[src/rtl/int_sequencer.sv]
// int_sequencer: latches masked interrupt requests, grants one, and drives a SEQ_LEN-cycle fire sequence.
// Define INT_SEQ_ROUND_ROBIN_EN for round-robin arbitration; the default build uses fixed lowest-index priority.
module int_sequencer #(
  parameter int NUM_SRC = 4,
  parameter int ID_W    = 2,
  parameter int SEQ_LEN = 5,
  parameter int CNT_W   = 3
) (
  input  logic               clk,
  input  logic               reset,
  input  logic [NUM_SRC-1:0] int_req,
  input  logic [NUM_SRC-1:0] int_mask,
  input  logic               stall,
  output logic               fire_int,
  output logic [CNT_W-1:0]   count,
  output logic [ID_W-1:0]    int_id,
  output logic [NUM_SRC-1:0] pending,
  output logic               int_start,
  output logic               int_done
);
  typedef enum logic {IDLE, ACTIVE} state_t;
  localparam logic [CNT_W-1:0] LAST = CNT_W'(SEQ_LEN - 1);
  state_t             state_q, state_d;
  logic               fire_int_q, fire_int_d;
  logic [CNT_W-1:0]   count_q, count_d;
  logic [ID_W-1:0]    int_id_q, int_id_d;
  logic [NUM_SRC-1:0] pending_q, pending_d;
  logic               int_start_q, int_start_d;
  logic [NUM_SRC-1:0] cand, grant_onehot;
  logic [ID_W-1:0]    win_id;
  logic               found, grant;
`ifdef INT_SEQ_ROUND_ROBIN_EN
  logic [ID_W-1:0]    rr_ptr_q, rr_ptr_d;
  always_comb begin
    found  = 1'b0;
    win_id = '0;
    for (int i = 0; i < NUM_SRC; i++)
      if (!found && cand[(int'(rr_ptr_q) + i) % NUM_SRC]) begin
        found  = 1'b1;
        win_id = ID_W'((int'(rr_ptr_q) + i) % NUM_SRC);
      end
  end
  assign rr_ptr_d = grant ? ((win_id == ID_W'(NUM_SRC - 1)) ? '0 : win_id + 1'b1) : rr_ptr_q;
  always_ff @(posedge clk)
    rr_ptr_q <= reset ? '0 : rr_ptr_d;
`else
  always_comb begin
    found  = 1'b0;
    win_id = '0;
    for (int i = NUM_SRC - 1; i >= 0; i--)
      if (cand[i]) begin
        found  = 1'b1;
        win_id = ID_W'(i);
      end
  end
`endif
  assign cand         = (pending_q | int_req) & ~int_mask;
  assign grant        = (state_q == IDLE) && found;
  assign grant_onehot = grant ? (NUM_SRC'(1) << win_id) : '0;
  always_comb begin
    state_d     = state_q;
    fire_int_d  = fire_int_q;
    count_d     = count_q;
    int_id_d    = int_id_q;
    int_start_d = 1'b0;
    pending_d   = (pending_q | int_req) & ~grant_onehot;
    if (state_q == IDLE) begin
      fire_int_d  = grant;
      count_d     = '0;
      int_start_d = grant;
      int_id_d    = grant ? win_id : int_id_q;
      state_d     = grant ? ACTIVE : IDLE;
    end else if (!stall) begin
      // Returning to IDLE here guarantees the mandatory idle gap before the next grant.
      fire_int_d = count_q != LAST;
      count_d    = (count_q == LAST) ? '0 : count_q + 1'b1;
      state_d    = (count_q == LAST) ? IDLE : ACTIVE;
    end
  end
  always_ff @(posedge clk) begin
    if (reset) begin
      state_q     <= IDLE;
      fire_int_q  <= 1'b0;
      count_q     <= '0;
      int_id_q    <= '0;
      pending_q   <= '0;
      int_start_q <= 1'b0;
    end else begin
      state_q     <= state_d;
      fire_int_q  <= fire_int_d;
      count_q     <= count_d;
      int_id_q    <= int_id_d;
      pending_q   <= pending_d;
      int_start_q <= int_start_d;
    end
  end
  assign fire_int  = fire_int_q;
  assign count     = count_q;
  assign int_id    = int_id_q;
  assign pending   = pending_q;
  assign int_start = int_start_q;
  assign int_done  = fire_int_q && (count_q == LAST) && !stall;
endmodule

[config.mk]
export PLATFORM = sky130hd
export DESIGN_NAME = int_sequencer
export DESIGN_NICKNAME = d
export VERILOG_FILES = /design/src/rtl/int_sequencer.sv
export SDC_FILE = /design/constraint.sdc
export NUM_CORES = 1
export LEC_CHECK = 0
export BUFFER_PORTS_ARGS = -buffer_cell sky130_fd_sc_hd__buf_2
export CORE_MARGIN = 5
export CORE_UTILIZATION = 40
export DETAILED_ROUTE_END_ITERATION = 8
export GPL_TIMING_DRIVEN = 0
export PLACE_DENSITY = 0.68
export SLEW_MARGIN = 20
export SYNTH_ARGS = -nofsm -noshare
export SYNTH_HDL_FRONTEND = slang
export SYNTH_SLANG_ARGS = --single-unit
export TNS_END_PERCENT = 20
[constraint.sdc]
create_clock -name clk -period 1.1 [get_ports clk]
set_input_delay 0.165 -clock clk [delete_from_list [all_inputs] [get_ports clk]]
set_output_delay 0.165 -clock clk [all_outputs]
set_load 0.005 [all_outputs]
==> results.json, run 1 <==
{
  "synthesis.area_sq_um": 567,
  "htree_levels": 1,
  "reg2reg_to": "state_q$_SDFF_PP0_",
  "core_sq_mm": 0.00132,
  "ys_seq_elements": 12,
  "grt_pass1_wl_mm": 2.05,
  "drive_gt1_frac": 0.543,
  "finalInstanceArea_sq_um": 815,
  "vias": 541,
  "setup_viol": 3,
  "die_area_sq_mm": 0.00227,
  "detailed_place.area_sq_um": 698,
  "grt.overflow.total": 0,
  "critical_path.startpoint": "count[0]$_SDFFE_PP0N_",
  "r2r_setup_slack_ns": -0.22,
  "gp_congestion": 0.688,
  "die_w_um": 47.6,
  "dp_slack_ns": -0.138,
  "crit_path_cell_trace": "inv_2, ha_4, and3b_2, and2_1, buf_2",
  "cts_buffers": 3,
  "drt_iter0_markers": 5,
  "vias_per_cell": 5.06,
  "post-dp-hpwl_um": 901,
  "cts_buffer_depth": 2,
  "synth_cells": 61,
  "route.detailed.drc": 0,
  "drtPass1Iterations": 2,
  "hold_viol": 0,
  "seq_area_frac_synth": 0.424,
  "p_leak_nw": 0.380,
  "r2r_cells": 7,
  "holdBufCountCts": 0,
  "fmax_ghz": 0.707,
  "synth_warnings": 0,
  "track_usage": 0.129,
  "drv_cap": 0,
  "slowest_stage": "dfxtp_2",
  "finalPower_w": 0.00104,
  "n_antenna_cell": 0,
  "rows": 13,
  "crit_type": "reg2out",
  "r2r_start": "count[0]$_SDFFE_PP0N_",
  "cp_top_family": "flip-flops",
  "ant_nets": 0,
  "wirelength_mm": 1.28,
  "end_kind": "output port",
  "slew_headroom": 0.808,
  "final.setup.worst_slack_ns": -0.314,
  "worstPathArrival_ns": 1.25,
  "layout.nets": 106,
  "clock_latency_ns": 0.28,
  "grt_pass1_vias": 515,
  "cellPowerDensity_mw_per_mm2": 1280,
  "critPathLaunchType": "register",
  "path_depth": 5,
  "cts_tree": "done",
  "outcome": "finished, violations left",
  "path_buf_inv": 2,
  "worst_clock_skew_ns": 0.00401,
  "critPathMaxStageDelay_ns": 0.35,
  "violations": "setup timing",
  "die_h_um": 47.6,
  "routedWlPerCell_um": 11.9,
  "area_growth_pct": 43.7,
  "hold_path_class": "in2reg",
  "fin_crit_ns": 1.41,
  "syn_avg_cell_area_sq_um": 9.29,
  "slew_viol_final": 0,
  "io_buffers": 22,
  "synthDistinctLibCells": 25,
  "crit_end": "int_done",
  "root_buffer": "clkbuf_4",
  "tightest_slew_ns": 0.286,
  "mostFrequentLayoutCells": "22 x buf_2, 12 x nor2_1, 8 x dfxtp_1, 5 x buf_4, 4 x dfxtp_2",
  "cts.sinks": 12,
  "start_util": 0.430,
  "path_clk_slew_ns": 0.07,
  "final_common_cell": "buf_2",
  "crit_required_ns": 0.94,
  "ir_drop_uv": 815,
  "synth_nets": 74,
  "grt_max_degree": 8,
  "critical_path_peak_fanout": 2,
  "rsz0062_at_grt": "true",
  "num_io_pins": 23,
  "fin_crit_sh": 1.29,
  "antenna_found_initial": 0
}
[worst min path at each step]
stage / end / startpoint / depth (start not counted) / slack (ns)
2_1_floorplan: pending[3]$_SDFF_PP0_ / reset / 1 / 0.24
3_3_place_gp: pending[3]$_SDFF_PP0_ / reset / 2 / 0.44
3_5_place_dp: pending[3]$_SDFF_PP0_ / reset / 2 / 0.44
4_1_cts: pending[3]$_SDFF_PP0_ / reset / 2 / 0.15
5_1_grt: int_id[0]$_SDFFE_PP0P_ / reset / 2 / 0.14
6_report: int_id[0]$_SDFFE_PP0P_ / reset / 2 / 0.15
[final cells by class]
cell class                 count  area [sq um]
timing repair buffer          27           148
inverter                       5          18.8
multi-input combinational     44           348
tap                           15          18.8
sequential                    12           245
clock buffer                   4          36.3
fill                         114           503
[flip-flops by register name (all words and copies together) (netlist names)]
signal / count
pending: 4
count: 3
int_id: 2
fire_int: 1
int_start: 1
state_q: 1
[kinds of logic after synthesis]
| logic type | Yosys count | synth area share |
|---|---|---|
| compound gates | 18 | 0.269 |
| simple gates | 23 | 0.212 |
| buf+inv | 5 | 0.0331 |
| flops | 12 | 0.424 |
| fa+ha+maj | 2 | 0.0441 |
| mux | 1 | 0.0177 |
[report_power, final]
group          total, W  leakage [nW]  internal (W)  switching [W]
Clock          0.000357        0.0210      0.000201       0.000156
Combinational  0.000196         0.259      0.000101      0.0000944
Sequential     0.000490         0.101      0.000467      0.0000232
Total           0.00104         0.380      0.000770       0.000274
[through the flow]
stage               hold WS [ns]  cells  utilization  TNS (ns)
floorplan                  0.237     61            -         0
global placement           0.438     98        0.530    -0.217
detailed placement         0.439     98        0.530    -0.240
CTS                        0.149    105        0.588    -0.305
finish                     0.148    107        0.618    -0.563
global route               0.143    107        0.618    -0.823
[what timing repair did]
action / in CTS / in global routing
setup endpoints to repair: 4 / 8
gates resized for setup: 5 / 7
pin swaps: 3 / 3
buffers inserted: 3 / 2
[cells in the mapped netlist]
library cell / count / area [sq um]
o221a_2: 1 / 11.3
nand2_1: 3 / 11.3
a21o_1: 1 / 7.51
nor4_1: 1 / 6.26
and3b_1: 1 / 8.76
inv_1: 5 / 18.8
o21ai_1: 1 / 5.00
and2_1: 1 / 6.26
o21a_1: 1 / 7.51
o21ai_0: 1 / 5.00
o21ba_4: 2 / 32.5
o21ba_2: 2 / 20.0
mux2i_1: 1 / 10.0
ha_1: 2 / 25.0
a311oi_1: 1 / 8.76
o32ai_1: 2 / 17.5
nor3_1: 3 / 15.0
a21oi_1: 3 / 15.0
a221oi_1: 1 / 8.76
nor4_4: 1 / 21.3
nor2b_1: 1 / 6.26
dfxtp_1: 12 / 240
a211oi_1: 1 / 7.51
o22ai_1: 1 / 6.26
nor2_1: 12 / 45.0
[per-layer routing]
layer	vias to the layer above	GRT usage	routed length, um
met4	0	0.0645	15
met3	2	0.0338	76
li1	283	-	-
met5	-	0	0
met1	243	0.153	597
met2	13	0.214	586
Note: power is estimated with default switching activity, not from simulation.
==> inputs of run 2 (changes only) <==
Settings changed: CORE_UTILIZATION 40 to 42.
Clock period 1.1 ns to 1.53 ns, I/O delays scaled along.
==> run 2 against run 1 <==
Compared with the run above:
- the flow now finishes without violations
- worst setup slack gained 0.38 ns
- power decreased by 35%
- critical endpoint unchanged
- first-iteration DRC count down 80%
- sequential share of layout area grew 1.3 points
- largest cell class unchanged
==> results.json, run 2 (synthesis results as in run 1) <==
{
  "num_io_pins": 23,
  "start_util": 0.441,
  "n_antenna_cell": 0,
  "hold_viol": 0,
  "top_layer": "met4",
  "die_area_sq_mm": 0.00218,
  "cts_buffers": 3,
  "hold_path_class": "in2reg",
  "ir_drop_uv": 398,
  "wl_met1_um": 552,
  "holdBufCountCts": 0,
  "drt_iter0_markers": 1,
  "p_leak_nw": 0.365,
  "cts_tree": "done",
  "layout.nets": 105,
  "grt_max_degree": 8,
  "vias": 545,
  "route.detailed.drc": 0,
  "clock_latency_ns": 0.27,
  "root_buffer": "clkbuf_4",
  "tightest_slew_ns": 0.281,
  "cellPowerDensity_mw_per_mm2": 878,
  "cts.sinks": 12,
  "rsz0062_at_grt": "false",
  "wirelength_mm": 1.34,
  "drv_cap": 0,
  "die_w_um": 46.7,
  "outcome": "complete, no violations",
  "grt.overflow.total": 0,
  "nFillCells": 122,
  "critPathMaxStageDelay_ns": 0.33,
  "crit_type": "reg2out",
  "fin_util": 0.602,
  "area_growth_pct": 36.4,
  "grt_pass1_wl_mm": 2.24,
  "routedWlPerCell_um": 12.8,
  "cts_buffer_depth": 2,
  "slew_headroom": 0.812,
  "grt_pass1_vias": 545,
  "path_clk_slew_ns": 0.08,
  "rows": 13,
  "fin_tns_setup_ns": 0,
  "drtPass1Iterations": 2,
  "met3WireLength_um": 94,
  "fin_crit_sh": 0.959,
  "critical_path_peak_fanout": 3,
  "worstPathArrival_ns": 1.24,
  "fin_crit_ns": 1.47,
  "vias_per_cell": 5.19,
  "mostFrequentLayoutCells": "21 x buf_2, 12 x nor2_1, 10 x dfxtp_1, 4 x buf_4",
  "ant_nets": 0,
  "setup_viol": 0,
  "io_buffers": 22,
  "slowest_stage": "dfxtp_2",
  "htree_levels": 1,
  "antenna_found_initial": 0,
  "post-dp-hpwl_um": 991,
  "track_usage": 0.146,
  "end_kind": "output port",
  "die_h_um": 46.7,
  "critPathLaunchType": "register",
  "crit_path_cell_trace": "inv_2, ha_4, and3b_2, and2_4, buf_6",
  "met2_length_um": 662,
  "largest_reg_flops": 4,
  "slew_viol_final": 0,
  "worst_clock_skew_ns": 0.00578,
  "gp_congestion": 0.679,
  "final_common_cell": "buf_2",
  "core_sq_mm": 0.00128,
  "drive_gt1_frac": 0.467,
  "fmax_ghz": 0.682,
  "crit_required_ns": 1.30
}
run 2: layer usage:
layer / up-vias / track usage
li1: 280 / -
met1: 246 / 0.159
met2: 14 / 0.250
met3: 5 / 0.0460
met4: 0 / 0.0829
met5: - / 0
run 2: worst paths after layout:
kind	startpoint	end	slack, ns	depth (start not counted)
hold reg to reg	int_id[0]$_SDFFE_PP0P_	int_id[0]$_SDFFE_PP0P_	0.47	2
setup / recovery	count[1]$_SDFFE_PP0N_	int_done	0.06	5
hold / removal	reset	pending[3]$_SDFF_PP0_	0.22	2
setup reg to reg	count[1]$_SDFFE_PP0N_	fire_int$_SDFFE_PP0P_	0.31	5
run 2: repair_timing:
action | in CTS | in global routing
pin swaps | 1 | 2
setup buffers | 3 | 1
setup endpoints to repair | 1 | 1
resized for setup | 4 | 5
run 2: final cells by class:
cell class | instances | area, sq um | area share
flip-flops and latches | 12 | 243 | 0.314
repair buffers | 26 | 146 | 0.189
well taps | 15 | 18.8 | 0.0243
inverters | 5 | 18.8 | 0.0243
clock buffers | 3 | 22.5 | 0.0291
multi-input cells | 44 | 324 | 0.419
run 2: power breakdown:
| part | total [W] | internal (W) | switching [W] |
|---|---|---|---|
| combinational | 0.000132 | 0.0000685 | 0.0000635 |
| clock | 0.000195 | 0.0000912 | 0.000104 |
| sequential | 0.000351 | 0.000335 | 0.0000163 |
| total | 0.000679 | 0.000495 | 0.000184 |
run 2: worst max-delay path, delay by kind of cell, from the launching register on:
kind,cells,cell delay [ns]
adders and majority gates,1,0.16
buffers and inverters,2,0.15
DFF,1,0.33
and+or+nand+nor,2,0.33
run 2: through the flow:
step                setup WS [ns]  area [sq um]  power (W)  std cells  hold WS (ns)
floorplan                   0.313           567   0.000430         61         0.302
CTS                        0.0142           747   0.000678        104         0.210
finish                     0.0627           773   0.000679        105         0.219
detailed placement          0.157           696   0.000483         98         0.467
global route              0.00745           773   0.000723        105         0.208
global placement            0.174           696   0.000479         98         0.457
